==> src/rtl/simon_fifo_sync_param.sv <==
`default_nettype none
// ============================================================================
// Module   : simon_fifo_sync_param
// Purpose  : Single-clock parametrised FIFO staging bytes/words between the
//            SIMON datapath and the host/UART framing logic. Inferred RAM
//            storage, optional first-word-fall-through output, programmable
//            almost-full/almost-empty thresholds, occupancy count, synchronous
//            flush and sticky overflow/underflow error flags.
// Ports    : clk          - clock, rising edge
//            rst_n        - asynchronous active-low reset
//            clr          - synchronous flush, active-high, beats all requests
//            din/wr_en    - write data / write request
//            rd_en        - read request (FWFT: pop the presented head)
//            dout         - read data
//            dout_valid   - dout holds valid data
//            full/empty, almost_full/almost_empty, count - registered status
//            overflow/underflow - sticky rejected-request flags
// Revision : 1.0 - initial release
// ============================================================================
module simon_fifo_sync_param #(
    parameter int DATA_W    = 8,
    parameter int DEPTH     = 16,
    parameter int AFULL_TH  = 14,
    parameter int AEMPTY_TH = 2,
    parameter int FWFT      = 0
) (
    input  logic                     clk,
    input  logic                     rst_n,
    input  logic                     clr,
    input  logic [DATA_W-1:0]        din,
    input  logic                     wr_en,
    input  logic                     rd_en,
    output logic [DATA_W-1:0]        dout,
    output logic                     dout_valid,
    output logic                     full,
    output logic                     almost_full,
    output logic                     empty,
    output logic                     almost_empty,
    output logic [$clog2(DEPTH):0]   count,
    output logic                     overflow,
    output logic                     underflow
);

    localparam int c_addr_w = $clog2(DEPTH);
    localparam int c_cnt_w  = c_addr_w + 1;

    localparam logic [c_cnt_w-1:0]  c_depth_cnt = c_cnt_w'(DEPTH);
    localparam logic [c_cnt_w-1:0]  c_afull_cnt = c_cnt_w'(AFULL_TH);
    localparam logic [c_cnt_w-1:0]  c_aempty_cnt = c_cnt_w'(AEMPTY_TH);
    localparam logic [c_cnt_w-1:0]  c_cnt_one   = c_cnt_w'(1);
    localparam logic [c_addr_w-1:0] c_ptr_one   = c_addr_w'(1);

    logic [DATA_W-1:0]   r_mem [DEPTH];
    logic [c_addr_w-1:0] r_wr_ptr;
    logic [c_addr_w-1:0] r_rd_ptr;
    logic [c_cnt_w-1:0]  r_count;
    logic                r_full;
    logic                r_almost_full;
    logic                r_empty;
    logic                r_almost_empty;
    logic                r_overflow;
    logic                r_underflow;

    logic                w_wr_acc;
    logic                w_rd_acc;
    logic [c_cnt_w-1:0]  w_count_nxt;

    // Acceptance uses the registered flags, so a request never sees the
    // effect of the other request issued in the same cycle.
    always_comb begin
        w_wr_acc    = wr_en & ~r_full;
        w_rd_acc    = rd_en & ~r_empty;
        w_count_nxt = r_count;
        if (w_wr_acc && !w_rd_acc) begin
            w_count_nxt = r_count + c_cnt_one;
        end else if (w_rd_acc && !w_wr_acc) begin
            w_count_nxt = r_count - c_cnt_one;
        end
    end

    // Pointers, count and flags. Flags are computed from the next-state
    // count so they line up with count in the cycle after the causing edge.
    always_ff @(posedge clk or negedge rst_n) begin
        if (!rst_n) begin
            r_wr_ptr       <= '0;
            r_rd_ptr       <= '0;
            r_count        <= '0;
            r_full         <= 1'b0;
            r_almost_full  <= 1'b0;
            r_empty        <= 1'b1;
            r_almost_empty <= 1'b1;
            r_overflow     <= 1'b0;
            r_underflow    <= 1'b0;
        end else if (clr) begin
            r_wr_ptr       <= '0;
            r_rd_ptr       <= '0;
            r_count        <= '0;
            r_full         <= 1'b0;
            r_almost_full  <= 1'b0;
            r_empty        <= 1'b1;
            r_almost_empty <= 1'b1;
            r_overflow     <= 1'b0;
            r_underflow    <= 1'b0;
        end else begin
            if (w_wr_acc) begin
                r_wr_ptr <= r_wr_ptr + c_ptr_one;
            end
            if (w_rd_acc) begin
                r_rd_ptr <= r_rd_ptr + c_ptr_one;
            end
            r_count        <= w_count_nxt;
            r_full         <= (w_count_nxt == c_depth_cnt);
            r_almost_full  <= (w_count_nxt >= c_afull_cnt);
            r_empty        <= (w_count_nxt == '0);
            r_almost_empty <= (w_count_nxt <= c_aempty_cnt);
            r_overflow     <= r_overflow  | (wr_en & r_full);
            r_underflow    <= r_underflow | (rd_en & r_empty);
        end
    end

    // Storage: no reset so the array maps onto RAM primitives.
    always_ff @(posedge clk) begin
        if (w_wr_acc && !clr) begin
            r_mem[r_wr_ptr] <= din;
        end
    end

    generate
        if (FWFT != 0) begin : g_fwft
            // Head entry is presented combinationally; zero while empty so
            // reset and flush leave dout at a defined value.
            assign dout       = r_empty ? '0 : r_mem[r_rd_ptr];
            assign dout_valid = ~r_empty;
        end else begin : g_std
            logic [DATA_W-1:0] r_dout;
            logic              r_dout_valid;

            always_ff @(posedge clk or negedge rst_n) begin
                if (!rst_n) begin
                    r_dout       <= '0;
                    r_dout_valid <= 1'b0;
                end else if (clr) begin
                    r_dout_valid <= 1'b0;
                end else begin
                    r_dout_valid <= w_rd_acc;
                    if (w_rd_acc) begin
                        r_dout <= r_mem[r_rd_ptr];
                    end
                end
            end

            assign dout       = r_dout;
            assign dout_valid = r_dout_valid;
        end
    endgenerate

    assign count        = r_count;
    assign full         = r_full;
    assign almost_full  = r_almost_full;
    assign empty        = r_empty;
    assign almost_empty = r_almost_empty;
    assign overflow     = r_overflow;
    assign underflow    = r_underflow;

endmodule
`default_nettype wire
==> config.mk <==
export PLATFORM = sky130hd
export DESIGN_NAME = simon_fifo_sync_param
export DESIGN_NICKNAME = d
export VERILOG_FILES = /design/src/rtl/simon_fifo_sync_param.sv
export SDC_FILE = /design/constraint.sdc
export NUM_CORES = 1
export LEC_CHECK = 0
export ABC_AREA = 0
export CAP_MARGIN = 20
export CORE_MARGIN = 2
export CORE_UTILIZATION = 56
export CTS_BUF_LIST = sky130_fd_sc_hd__clkbuf_4
export DETAILED_ROUTE_END_ITERATION = 16
export GPL_TIMING_DRIVEN = 0
export PLACE_DENSITY = 0.9
export SYNTH_ARGS = -nofsm -noshare
export SYNTH_HDL_FRONTEND = slang
export SYNTH_SLANG_ARGS = --single-unit
==> constraint.sdc <==
create_clock -name clk -period 1.68 [get_ports clk]
set_input_delay 0.252 -clock clk [delete_from_list [all_inputs] [get_ports clk]]
set_output_delay 0.252 -clock clk [all_outputs]
set_load 0.03 [all_outputs]
Word level (Yosys, flattened, before mapping). Memory sizes are Yosys's and may differ from the RTL's. A register that Yosys moved wholly into a read port is not among the register bits. Index checks and enable logic that the tools add are counted.

Bits in registers: 20. Latch bits: 0. Bits in writable memories: 128. Memory bits (read-only): 0. Output and inout port bits: 20. Memories kept: 1.

Add/subtract/negate cells: 4. $mul: 0. Div/mod/pow operators: 0. Magnitude comparators: 2. Eq/ne operators: 1. Shift operators: 0. Mux-type cells: 16. Bitwise logic cells: 9. Reduce and logical (&&, ||, !) cells: 11.

Memories: r_mem (words 16, bits a word 8, read ports 1, clocked after memory_dff 1, write ports 1, RTL line 53) `logic [DATA_W-1:0] r_mem [DEPTH];`.

Operators by type and width (number): $mux W4 (4); $mux W5 (3); $mux W1 (9); $add A4 B1 Y4 const B (2); $add A5 B1 Y5 const B (1); $eq A5 B5 Y1 const B (1); $ge A5 B4 Y1 const B (1); $le A5 B2 Y1 const B (1); $logic_not A5 Y1 (1); $sub A5 B1 Y5 const B (1); $and A1 B1 Y1 (4); $logic_not A1 Y1 (4); $reduce_bool A2 Y1 (2); $logic_and A1 B1 Y1 (3); $not A1 Y1 (3); $or A1 B1 Y1 (2); $reduce_and A2 Y1 (1).

Longest topological paths before layout. Gate-level depths: netlist of run 1.

Depth after elaboration: 8. Gate-level depth with buffers: 7.

Worst setup path before layout of run 1. No wires, ideal clock.

Path kind: register to register. From: register r_count[0], in the netlist count[0]. To: register r_almost_empty, in the netlist almost_empty. Arrival time: 1721 ps. Data required time: 1601 ps. Path slack: -120 ps. Cell stages (with the launch flop): 7. Path buffers: 0. Path through: dfrtp_1 -> inv_1 -> ha_1 -> and4_4 -> o21a_1 -> or2_4 -> a41o_1.

Word-level cells in the longest chain between the ends: 5. Elaborated cells on any way between the ends: 6.

RTL lines: start, declared (RTL line 56) `logic [c_cnt_w-1:0] r_count;`; start signal, assigned (RTL line 111) `r_count <= w_count_nxt;`; $sub A5 B1 Y5 (RTL line 77) `w_count_nxt = r_count - c_cnt_one;`; $mux W5 (RTL line 76) `end else if (w_rd_acc && !w_wr_acc) begin`; $mux W5 (*) (RTL line 74) `if (w_wr_acc && !w_rd_acc) begin`; $le A5 B2 Y1 (*) (RTL line 115) `r_almost_empty <= (w_count_nxt <= c_aempty_cnt);`; $mux W1 (*) (RTL line 94) `end else if (clr) begin`; end signal, assigned (RTL line 115); end, declared (RTL line 60) `logic r_almost_empty;`.

Mark *: on every way between the ends. The rest lies on a longest branch, timed or not. A chain may end at the register's enable or synchronous reset.

==> impl_results.md, run 1 <==
* Critical path's top delay family: flip-flops
* RSZ-0062 raised after global routing: yes
* Final setup violation count at 16
* Worst IR Drop VDD at 0.9241 mV
* Post-route setup slack at -0.1009 ns
* Post-Layout Cell Count at 587
* Synth warn at 0
* Pre-CTS WS at -0.8902 ns
* Slew headroom at 0.4104
* Number of routed nets with antenna violations at 0
* Drt wl/cell at 25.45 um
* Max-slew violation count at 0
* Crit-path cells: buf_4 > mux4_2 > mux2i_2 > o221ai_1
* Ports at 33
* Req. time, crit path at 2.06 ns
* Tmin final at 1.781 ns
* Max Freq at 561.5 MHz
* Chip Width at 110.2 um
* Seq/Total Area, Yosys at 0.7203
* CTS buffer count at 17
* Cells on worst reg2reg path at 4
* Grt ovf at 0
* First-pass GRT wire length at 21480 um
* Antenna Cells at 0
* Avg Cell Area, Syn at 18.19 um2
* Failing checks: setup timing
* Max FO, Critical Path at 10
* Terminus of the critical flop-to-flop path: dout[6]
* Asr flop ratio synth at 0.1795
* Most common flop cell mapped by yosys: edfxtp_1
* Clock slew at reported path FFs at 0.15 ns
* Yosys reg bits at 156
* Clock buffer depth at 2
* Core Region at 0.01094 mm2
* Post-synth EDFFs at 128
* Worst Hold Class: input pin to asynchronous set/reset pin
* Maxcap violations at 0
* Initial antenna violation count at 0
* Mapped Area at 0.006312 mm2
* CTS tree: built
* Post-synthesis cell type count at 38
* # nets final at 455
* PortBufs at 32
* Placed insts at 520
* Rows at 38
* Initial DRC count at 286
* Htree depth at 4
* Clk_lat worst skew at 0.53 ns
* Critical Path AT at 2.16 ns
* Clk_skew at 0.03331 ns
* Gate Count Post-Synth at 347
* Via Count at 3623
* Final worst path period share at 1.060
* Final hold violation count at 0
* Reg2reg setup slack at -0.10 ns
* Multi-input combinational cell area at 0.001843 mm2
* Crit Path Class: register to register
* Sink Count at 156
* Post-DP HPWL at 8369 um
* Number of global-route vias before repair at 3714
* Worst slew pin tran at 0.8817 ns
* Largest net degree at the start of global routing at 18
* Max incr delay on CP at 0.59 ns
* Initial core utilization at 0.5772
* Final Util at 0.7165
* WP buf/inv at 1
* CP startpoint kind: register
* Share of cells above drive strength 1 at 0.3826
* Setup TNS at -0.6163 ns
* Gpl congestion at 0.8344
* CP endpoint kind: register
* # DRC at 0
* Die area at 0.01214 mm2
* Root Driver: clkbuf_4
* Post-Syn Nets at 367
* Commonest non-fill, non-tap cell in the layout: edfxtp_1
* Pwr/cell area at 1074 mW/mm2
* Slowest CP cell: dfrtp_1
* FF/Latch Area at 0.004551 mm2
* Reg2reg start: r_rd_ptr[1]
* Vias per cell at 6.172
* Drt first pass iters at 7
* Most frequent cells in the layout: edfxtp_1, mux4_2, buf_4, dfrtp_1, buf_12
* Post-CTS Hold Buffers at 0
* Die Y at 110.2 um
* Gr usage total at 0.2594
* Status: finished, violations left
* Leakage at 2.695 nW
* WL final at 14940 um
* Filler Cell Count at 641
* Area growth from synthesis to layout at 24.12%
[power by group]
part,internal (mW),switching [mW],total (mW)
clock network,1.05,1.34,2.39
registers,4.34,0.138,4.48
logic,0.679,0.861,1.54
[final cells by class]
| type | instances | area share |
|---|---|---|
| plain buffers | 15 | 0.01948 |
| flip-flops and latches | 156 | 0.5808 |
| inverters | 7 | 0.003354 |
| repair buffers | 71 | 0.1004 |
| clock inverters | 13 | 0.02108 |
| clock buffers | 18 | 0.01725 |
| multi-input cells | 167 | 0.2352 |
| well taps | 140 | 0.02236 |
[cells by family (layout without fill, tap and decap cells)]
logic type | Yosys count | count (layout) | synth area share
DFF | 156 | 156 | 0.7203
muxes | 51 | 51 | 0.1443
and+or+nand+nor | 79 | 79 | 0.05848
buffers and inverters | 24 | 124 | 0.02101
xor gates and xnor gates | 8 | 8 | 0.01229
adders and majority gates | 7 | 7 | 0.01387
AOI/OAI and AO/OA | 22 | 22 | 0.02973
[state kept, by name (all words and copies together) (netlist names)]
register and count:
almost_empty 1, empty 1, almost_full 1, full 1
underflow 1, r_rd_ptr 4, dout_valid 1, r_wr_ptr 4
r_mem 128, overflow 1, dout 8, count 5
[worst max-delay path by stage]
stage | from | endpoint | slack [ns] | cells after the start
floorplan | full | r_mem[15][0] | -0.09 | 4
global placement | clr | r_mem[14][6] | -0.81 | 4
detailed placement | clr | r_mem[11][2] | -0.89 | 5
CTS | full | r_mem[15][2] | -0.23 | 4
global route | r_rd_ptr[1] | dout[7] | -0.16 | 4
finish | r_rd_ptr[1] | dout[6] | -0.10 | 4
[stage by stage]
stage / cell area [um2] / power, mW / hold slack, ns
final: 7835 / 8.413 / 0.2032
after global routing: 7835 / 8.702 / 0.1911
after CTS: 7586 / 8.345 / 0.1855
after detailed placement: 6855 / 5.883 / 0.4930
after global placement: 6840 / 5.816 / 0.4812
after floorplan: 6345 / 5.355 / -0.04359
[synth_stat cells (6+ instances only)]
cell | instances | area [um2]
buf_2 | 7 | 35.03
nor2_1 | 32 | 120.1
o221ai_1 | 8 | 70.07
edfxtp_1 | 128 | 3844
mux4_2 | 32 | 720.7
nand2_1 | 22 | 82.58
inv_1 | 7 | 26.28
a21oi_1 | 6 | 30.03
ha_1 | 7 | 87.58
mux2i_1 | 19 | 190.2
dfrtp_1 | 26 | 650.6
nor3_1 | 6 | 30.03
[worst reg2reg max path: cells and delay by family, from the launching register on]
kind	cells	cell delay (ns)
compound gates	1	0.15
buf+inv	1	0.32
flops	1	0.59
mux	2	0.59
[per-layer routing]
layer	vias to the layer above	wire length, um	global-route usage	share of wire
li1	1532	-	-	-
met1	1846	5557	0.3251	0.37
met2	215	7853	0.4369	0.53
met4	0	371	0.09464	0.025
met5	-	0	0	0
met3	30	1158	0.07231	0.078
[repair_timing]
action | CTS | global route
gates cloned | 3 | 0
setup buffers | 20 | 20
endpoints found under the setup margin | 160 | 149
pin swaps | 13 | 14
gates resized for setup | 66 | 44
(Power assumes the default switching activity.)
==> run 2, diff against run 1 <==
- CORE_UTILIZATION: 56 -> 55
- PLACE_DENSITY: 0.9 -> 0.89
==> impl_results.md, run 2 (same netlist as run 1, synthesis figures left out) <==
* Status: finished, violations left
* Failing checks: setup timing
* Grt ovf at 0
* CTS tree: built
* WL final at 14430 um
* Tmin final at 1.826 ns
* Placement Cell Area at 0.006872 mm2
* Max-slew violation count at 0
* Clk_skew at 0.01910 ns
* Commonest non-fill, non-tap cell in the layout: edfxtp_1
* Global routing met2 resource utilization at 0.4045
* Share of cells above drive strength 1 at 0.3803
* Maxcap violations at 0
* Final hold violation count at 0
* Req. time, crit path at 2.09 ns
* # DRC at 0
* Crit-path cells: buf_12 > buf_12 > buf_16 > mux4_2 > mux2i_4 > o221ai_1
* GRT met1 Usage at 0.2857
* CP endpoint kind: register
* Initial antenna violation count at 0
* Crit-path most repeated cell: buf_12
* Critical path's top delay family: multiplexers
* Drt wl/cell at 24.46 um
* Die area at 0.01235 mm2
* Final setup violation count at 16
* Worst IR Drop VDD at 0.8743 mV
* Post-CTS Hold Buffers at 0
* Max FO, Critical Path at 8
* Gr busiest metal: met2
* Worst slew pin tran at 0.6481 ns
* Via Count at 3592
* Pwr/cell area at 1037 mW/mm2
* Most frequent cells in the layout: edfxtp_1, mux4_2, dfrtp_1
* Gr usage total at 0.2319
* Ports at 33
* Final Util at 0.7017
* Max Freq at 547.6 MHz
* Clock slew at reported path FFs at 0.13 ns
* Leakage at 2.721 nW
* Post-route setup slack at -0.1462 ns
* PortBufs at 32
* Largest register FFs at 128
* Largest register by flop count: r_mem
* Clk_lat worst skew at 0.55 ns
* Post-DP HPWL at 8168 um
* Initial DRC count at 379
* WHS at 0.08033 ns
* Root Driver: clkbuf_4
* Die Y at 111.1 um
* Worst Hold Class: input pin to asynchronous set/reset pin
* Htree depth at 4
* Number of global-route vias before repair at 3783
* Initial core utilization at 0.5576
* WP buf/inv at 3
* Slew headroom at 0.5666
* Number of routed nets with antenna violations at 0
* Antenna Cells at 0
* CTS buffer count at 17
* Critical Path AT at 2.24 ns
* Largest net degree at the start of global routing at 19
* Final worst path period share at 1.087
* Core Region at 0.01132 mm2
* CP startpoint kind: register
* First-pass GRT wire length at 20760 um
* Area growth from synthesis to layout at 25.85%
* Crit Path Class: register to register
* Chip Width at 111.1 um
* Clock buffer depth at 2
* Sink Count at 156
* Vias per cell at 6.088
* Gpl congestion at 0.8457
* Max incr delay on CP at 0.52 ns
* RSZ-0062 raised after global routing: yes
* Pre-CTS WS at -0.8089 ns
* Drt first pass iters at 4
* GR Util met3 at 0.04921
* Final instance area at 0.007944 mm2
* Rows at 39
* # nets final at 455
* Slowest CP cell: mux4_2
run 2: area by class of cell:
cell class | instances | area (um2)
fillers | 698 | 3377
clock buffers | 19 | 142.6
inverters | 7 | 26.28
clock inverters | 12 | 125.1
well taps | 143 | 178.9
plain buffers | 15 | 156.4
flip-flops and latches | 156 | 4551
repair buffers | 70 | 880.8
multi-input cells | 168 | 1883
run 2: per-stage QoR:
stage               instances  TNS [ns]  power, mW
finish                    590   -0.8530      8.238
global route              590    -1.491      8.545
CTS                       570    -13.31      8.146
detailed placement        523    -85.69      5.881
global placement          522    -80.43      5.814
floorplan                 347    -4.054      5.355
run 2: routing by layer:
layer / vias to the layer above / share of wire
met5: - / 0
met4: 0 / 0.030
met3: 31 / 0.057
met2: 167 / 0.54
met1: 1859 / 0.37
li1: 1535 / -
run 2: final timing paths:
check | from | to | slack (ns) | cells after the start
max in group asynchronous | rst_n | empty | 1.01 | 2
worst min-delay path | rst_n | count[3] | 0.08 | 1
worst min register to register | overflow | overflow | 0.50 | 2
min in group clk | wr_en | overflow | 0.41 | 3
worst max register to register | r_rd_ptr[0] | dout[4] | -0.15 | 6
worst max-delay path | r_rd_ptr[0] | dout[4] | -0.15 | 6
run 2: report_power, final:
group          total (mW)  internal [mW]  switching, mW
registers            4.48           4.34          0.141
logic                1.59          0.729          0.863
clock network        2.16          0.894           1.27
total                8.24           5.97           2.27
run 2: worst reg2reg max path: stages (launching register included):
cell and delay (ns):
dfrtp_1 0.41, buf_12 0.17, buf_12 0.12, buf_16 0.12
mux4_2 0.52, mux2i_4 0.19, o221ai_1 0.15
run 2: what timing repair did:
item,CTS,global route
gates cloned,3,2
endpoints found under the setup margin,160,139
gates resized for setup,72,38
buffers inserted,14,20
pin swaps,8,19
==> run 3, diff against run 2 <==
- CELL_PAD_IN_SITES_DETAIL_PLACEMENT: not set -> 0
- CELL_PAD_IN_SITES_GLOBAL_PLACEMENT: not set -> 1
- CORE_ASPECT_RATIO: not set -> 0.75
- CORE_UTILIZATION: 55 -> 48
- clock period: 1.68 -> 1.65 ns (I/O delays scaled with it)
==> impl_results.md, run 3 (same netlist as run 1, synthesis figures left out) <==
* Worst path depth at 5
* Die Y at 103.3 um
* Tmin final at 1.783 ns
* Crit-path most repeated cell: buf_12
* Placement Cell Area at 0.006915 mm2
* Max-slew violation count at 0
* Clock power frac at 0.299
* Worst slew pin tran at 0.7768 ns
* Final worst path period share at 1.081
* Final hold violation count at 0
* Comb power frac at 0.190
* Rows at 36
* Vias per cell at 5.864
* Switching pwr at 2.518 mW
* WHS at 0.1131 ns
* Cells on worst reg2reg path at 5
* Flop pwr share at 0.511
* Clock buffer depth at 2
* Core Region at 0.01293 mm2
* CTS tree: built
* Failing checks: setup timing
* Number of global-route vias before repair at 3629
* Root Driver: clkbuf_4
* Via Count at 3630
* Final instance area at 0.008093 mm2
* First-pass GRT wire length at 21860 um
* Number of routed nets with antenna violations at 0
* Slowest CP cell: mux4_2
* Htree depth at 4
* Switching power share of the total at 0.2825
* Initial core utilization at 0.4883
* Die area at 0.01409 mm2
* Drt wl/cell at 23.94 um
* Crit-path cells: buf_12 > buf_12 > mux4_2 > mux2i_4 > o221ai_2
* Gr usage total at 0.2210
* Drt first pass iters at 5
* P_int at 6.395 mW
* Max incr delay on CP at 0.55 ns
* PortBufs at 32
* Max FO, Critical Path at 5
* Crit Path Class: register to register
* Max Freq at 560.8 MHz
* Slew headroom at 0.4805
* Leakage at 2.717 nW
* Sink Count at 156
* Req. time, crit path at 2.09 ns
* CP startpoint kind: register
* Worst Hold Class: input pin to asynchronous set/reset pin
* Pre-CTS WS at -0.8693 ns
* Final setup violation count at 12
* Post-CTS Hold Buffers at 0
* Ports at 33
* Chip Width at 136.4 um
* Post-DP HPWL at 8398 um
* Critical path's top delay family: multiplexers
* Post-route setup slack at -0.1331 ns
* CP endpoint kind: register
* Status: finished, violations left
* Pwr/cell area at 1101 mW/mm2
* Gpl congestion at 0.8096
* Initial antenna violation count at 0
* Initial DRC count at 445
* Largest net degree at the start of global routing at 18
* Share of cells above drive strength 1 at 0.4308
* Clk_lat worst skew at 0.58 ns
* Commonest non-fill, non-tap cell in the layout: edfxtp_1
* Maxcap violations at 0
* CTS buffer count at 17
* # nets final at 455
* Clock slew at reported path FFs at 0.15 ns
* Grt ovf at 0
* WL final at 14820 um
* Clk_skew at 0.02339 ns
* RSZ-0062 raised after global routing: yes
* Largest register by flop count: r_mem
* Critical Path AT at 2.22 ns
* Most frequent cells in the layout: edfxtp_1, mux4_2, dfrtp_1
* WP buf/inv at 2
* Area growth from synthesis to layout at 28.21%
* Largest register FFs at 128
* Worst IR Drop VDD at 0.4782 mV
* Antenna Cells at 0
* # DRC at 0
==> run 3: cell count changes in the layout (fill, tap and decap cells not counted), sizes merged <==
cell           delta
dlygate4sd2      -11
clkbuf            +7
inv               +5
clkinv            -4
buf               +2
bufinv            +2
clkdlybuf4s15     +1
nor2b             -1
==> run 3: through the flow <==
stage | utilization | setup TNS, ns | power (mW) | std cells
final | 0.6260 | -0.8729 | 8.913 | 619
after global routing | 0.6260 | -2.733 | 9.211 | 619
after detailed placement | 0.5349 | -92.82 | 5.998 | 551
after floorplan | - | -3.442 | 5.459 | 347
after CTS | 0.6131 | -0.9027 | 8.812 | 614
after global placement | 0.5328 | -91.17 | 5.947 | 550
==> run 3: power groups by stage <==
stage / combinational (mW) / clock (mW) / sequential (mW)
after floorplan: 0.626 / 0 / 4.83
final: 1.69 / 2.67 / 4.56
after global placement: 1.33 / 0 / 4.62
after detailed placement: 1.37 / 0 / 4.63
after CTS: 1.58 / 2.69 / 4.54
after global routing: 1.78 / 2.86 / 4.57
==> run 3: final timing paths <==
kind	start	end	slack, ns
setup / recovery	r_rd_ptr[0]	dout[6]	-0.13
hold / removal	rst_n	r_wr_ptr[1]	0.11
setup reg to reg	r_rd_ptr[0]	dout[6]	-0.13
hold reg to reg	overflow	overflow	0.53
max in group asynchronous	rst_n	empty	0.91
min in group clk	wr_en	overflow	0.38
==> run 3: routing by layer <==
layer  GRT usage  wire (um)  share of wire
met5           0          0              0
met4     0.05929        215          0.015
met3     0.05361       1028          0.069
met2      0.3541       7346           0.50
met1      0.3095       6229           0.42
==> run 3: repair_timing <==
item | 4_1_cts | 5_1_grt
pin swaps | 25 | 15
resized for setup | 99 | 52
cloned | 2 | 2
buffers inserted | 31 | 6
endpoints found under the setup margin | 160 | 149
==> run 3: area by class of cell <==
cell class	count	area, um2
multi-input combinational	167	1977
buffer	14	148.9
sequential	156	4553
clock buffer	17	127.6
clock inverter	15	209.0
inverter	7	26.28
fill	853	4835
timing repair buffer	72	837.1
tap	171	214.0
==> patch: new RTL, settings of run 1 <==
Set the parameter `FWFT` to 1 (it was 0).
--- a/src/rtl/simon_fifo_sync_param.sv
+++ b/src/rtl/simon_fifo_sync_param.sv
@@ -24,3 +24,3 @@
     parameter int AEMPTY_TH = 2,
-    parameter int FWFT      = 0
+    parameter int FWFT      = 1
 ) (
Formal check against the unedited RTL: not equivalent (a bounded check fails within 4 cycles, from zero or initial values and one cycle with rst_n low).
==> patch against run 1 <==
  * The run still ends with setup timing left
  * Area after synthesis down 3.7%
  * Worst setup slack got worse by 820 ps
  * Worst hold slack worse by 2.1 ps
  * Final cell count shrank 3.4%
  * Sequential cell count decreased by 9
  * Cell area decreased by 2.9%
  * Clock power is 2% lower
  * Critical path depth rose by 2
  * Routed wire length shrank 6.9%
  * First-iteration DRC count rose by 10%
  * Total power rose by 3.0%
  * Critical path type is now flip-flop to output pin
  * Largest power group unchanged
  * Highest routed layer unchanged
==> patch: results (changes against run 1) <==
| Metric | Value |
|---|---|
| Synth Net Count | `353 (-3.8%)` |
| GPL Wtd Cong | `0.922 (+10%)` |
| Failing checks | `setup timing` |
| Final WS setup | `-917 ps (-816 ps)` |
| Final #Nets | `434 (-4.6%)` |
| Worst R2R Path Depth | `8 (+4)` |
| Layout cell share with drive strength beyond 1 | `46.6% (+8.3 points)` |
| # setup viols final | `15 (-1)` |
| Final cell count without fillers | `567 (-3.4%)` |
| Reg2reg start | `empty` |
| R2R Setup Slk | `-230 ps (-130 ps)` |
| Routed WL per cell | `24.5 um (-3.6%)` |
| Crit path max fanout | `8 (-2)` |
| Top Family by Delay on Critical Path | `multiplexers` |
| Distinct cell type count after synthesis | `45 (+18%)` |
| DR iter-0 viols | `315 (+10%)` |
| Post-Place Cell Area | `0.00669 sq mm (-2.5%)` |
| Drt first pass iters | `5 (-2)` |
| Maximum VDD drop | `0.746 mV (-19%)` |
| Top cells by count, synth | `edfxtp_1, mux4_2, nor2_1, dfrtp_1, mux2i_1` |
| CP Launch Point | `r_rd_ptr[0]` |
| Worst path arrival time | `2350 ps (+190 ps)` |
| Cells after DPL | `506 (-2.7%)` |
| Seq/Total Area, Yosys | `71.1% (-0.90 points)` |
| Largest net degree at the start of global routing | `20 (+2)` |
| Top post-synthesis cells by area | `edfxtp_1, mux4_2, dfrtp_1` |
| Global-route wire length before repair | `19700 um (-8.4%)` |
| Number of global-route vias before repair | `3573 (-3.8%)` |
| Number of buffers added on ports | `31 (-3.1%)` |
| Async set or reset register ratio after synthesis | `12.9% (-5.0 points)` |
| Dpl hpwl | `7670 um (-8.3%)` |
| Sum Neg Setup Slack | `-8080 ps (-7460 ps)` |
| Max incr delay on CP | `540 ps (-50 ps)` |
| Clk_skew | `18.2 ps (-15.1 ps)` |
| Via count | `3480 (-3.9%)` |
| Status | `complete, but fails checks` |
-- patch: cell count changes in the layout (fill, tap and decap cells not counted), moves of 4 or more --
cell | run 1 | this run
and2_4 | 0 | 12
buf_12 | 19 | 5
buf_6 | 4 | 18
clkdlybuf4s15_1 | 6 | 2
dfrtp_1 | 23 | 12
dlygate4sd2_1 | 10 | 3
mux2i_1 | 12 | 6
nand2_1 | 17 | 10
nand2_2 | 6 | 1
nand2b_1 | 4 | 0
nor2_4 | 16 | 2
o221ai_1 | 8 | 0
o22ai_2 | 1 | 8
-- patch: layout make-up --
type                    count  area (sq um)
repair buffers             63           622
flip-flops and latches    147          4330
clock buffers              18           135
clock inverters            14           169
inverters                   9          38.8
fillers                   608          3090
well taps                 140           175
multi-input cells         160          1980
plain buffers              16           165
-- patch: cells by family (layout without fill, tap and decap cells) --
group	after synthesis	in the layout	synth area share, %
xor+xnor	9	9	1.30
mux	49	49	14.7
flops	147	147	71.1
fa+ha+maj	7	7	1.44
compound gates	23	23	2.70
buf+inv	26	120	2.14
simple gates	72	72	6.55
-- patch: per-layer routing --
layer	wire, um	track usage, %
met2	7410	40.9
met3	864	5.49
met4	289	8.15
met5	0	0
met1	5350	30.1
-- patch: report_power, final --
group	switching (uW)	internal, uW	total, uW
Combinational	1110	1070	2180
Clock	1390	947	2340
Sequential	75.8	4080	4150
Total	2570	6100	8670
-- patch: what timing repair did --
item                                    4_1_cts  5_1_grt
setup buffers                                13       15
pin swaps                                     5       12
gates cloned                                  0        3
resized for setup                           142       48
endpoints found under the setup margin      150      116
-- patch: worst reg2reg max path: stages (launching register included) --
cell and delay [ps]:
dfstp_2 570, buf_6 110, buf_6 130, nand3b_1 140, nor3_1 90, nor4_4 390, buf_4 190, nor3_2 30
a21o_1 160
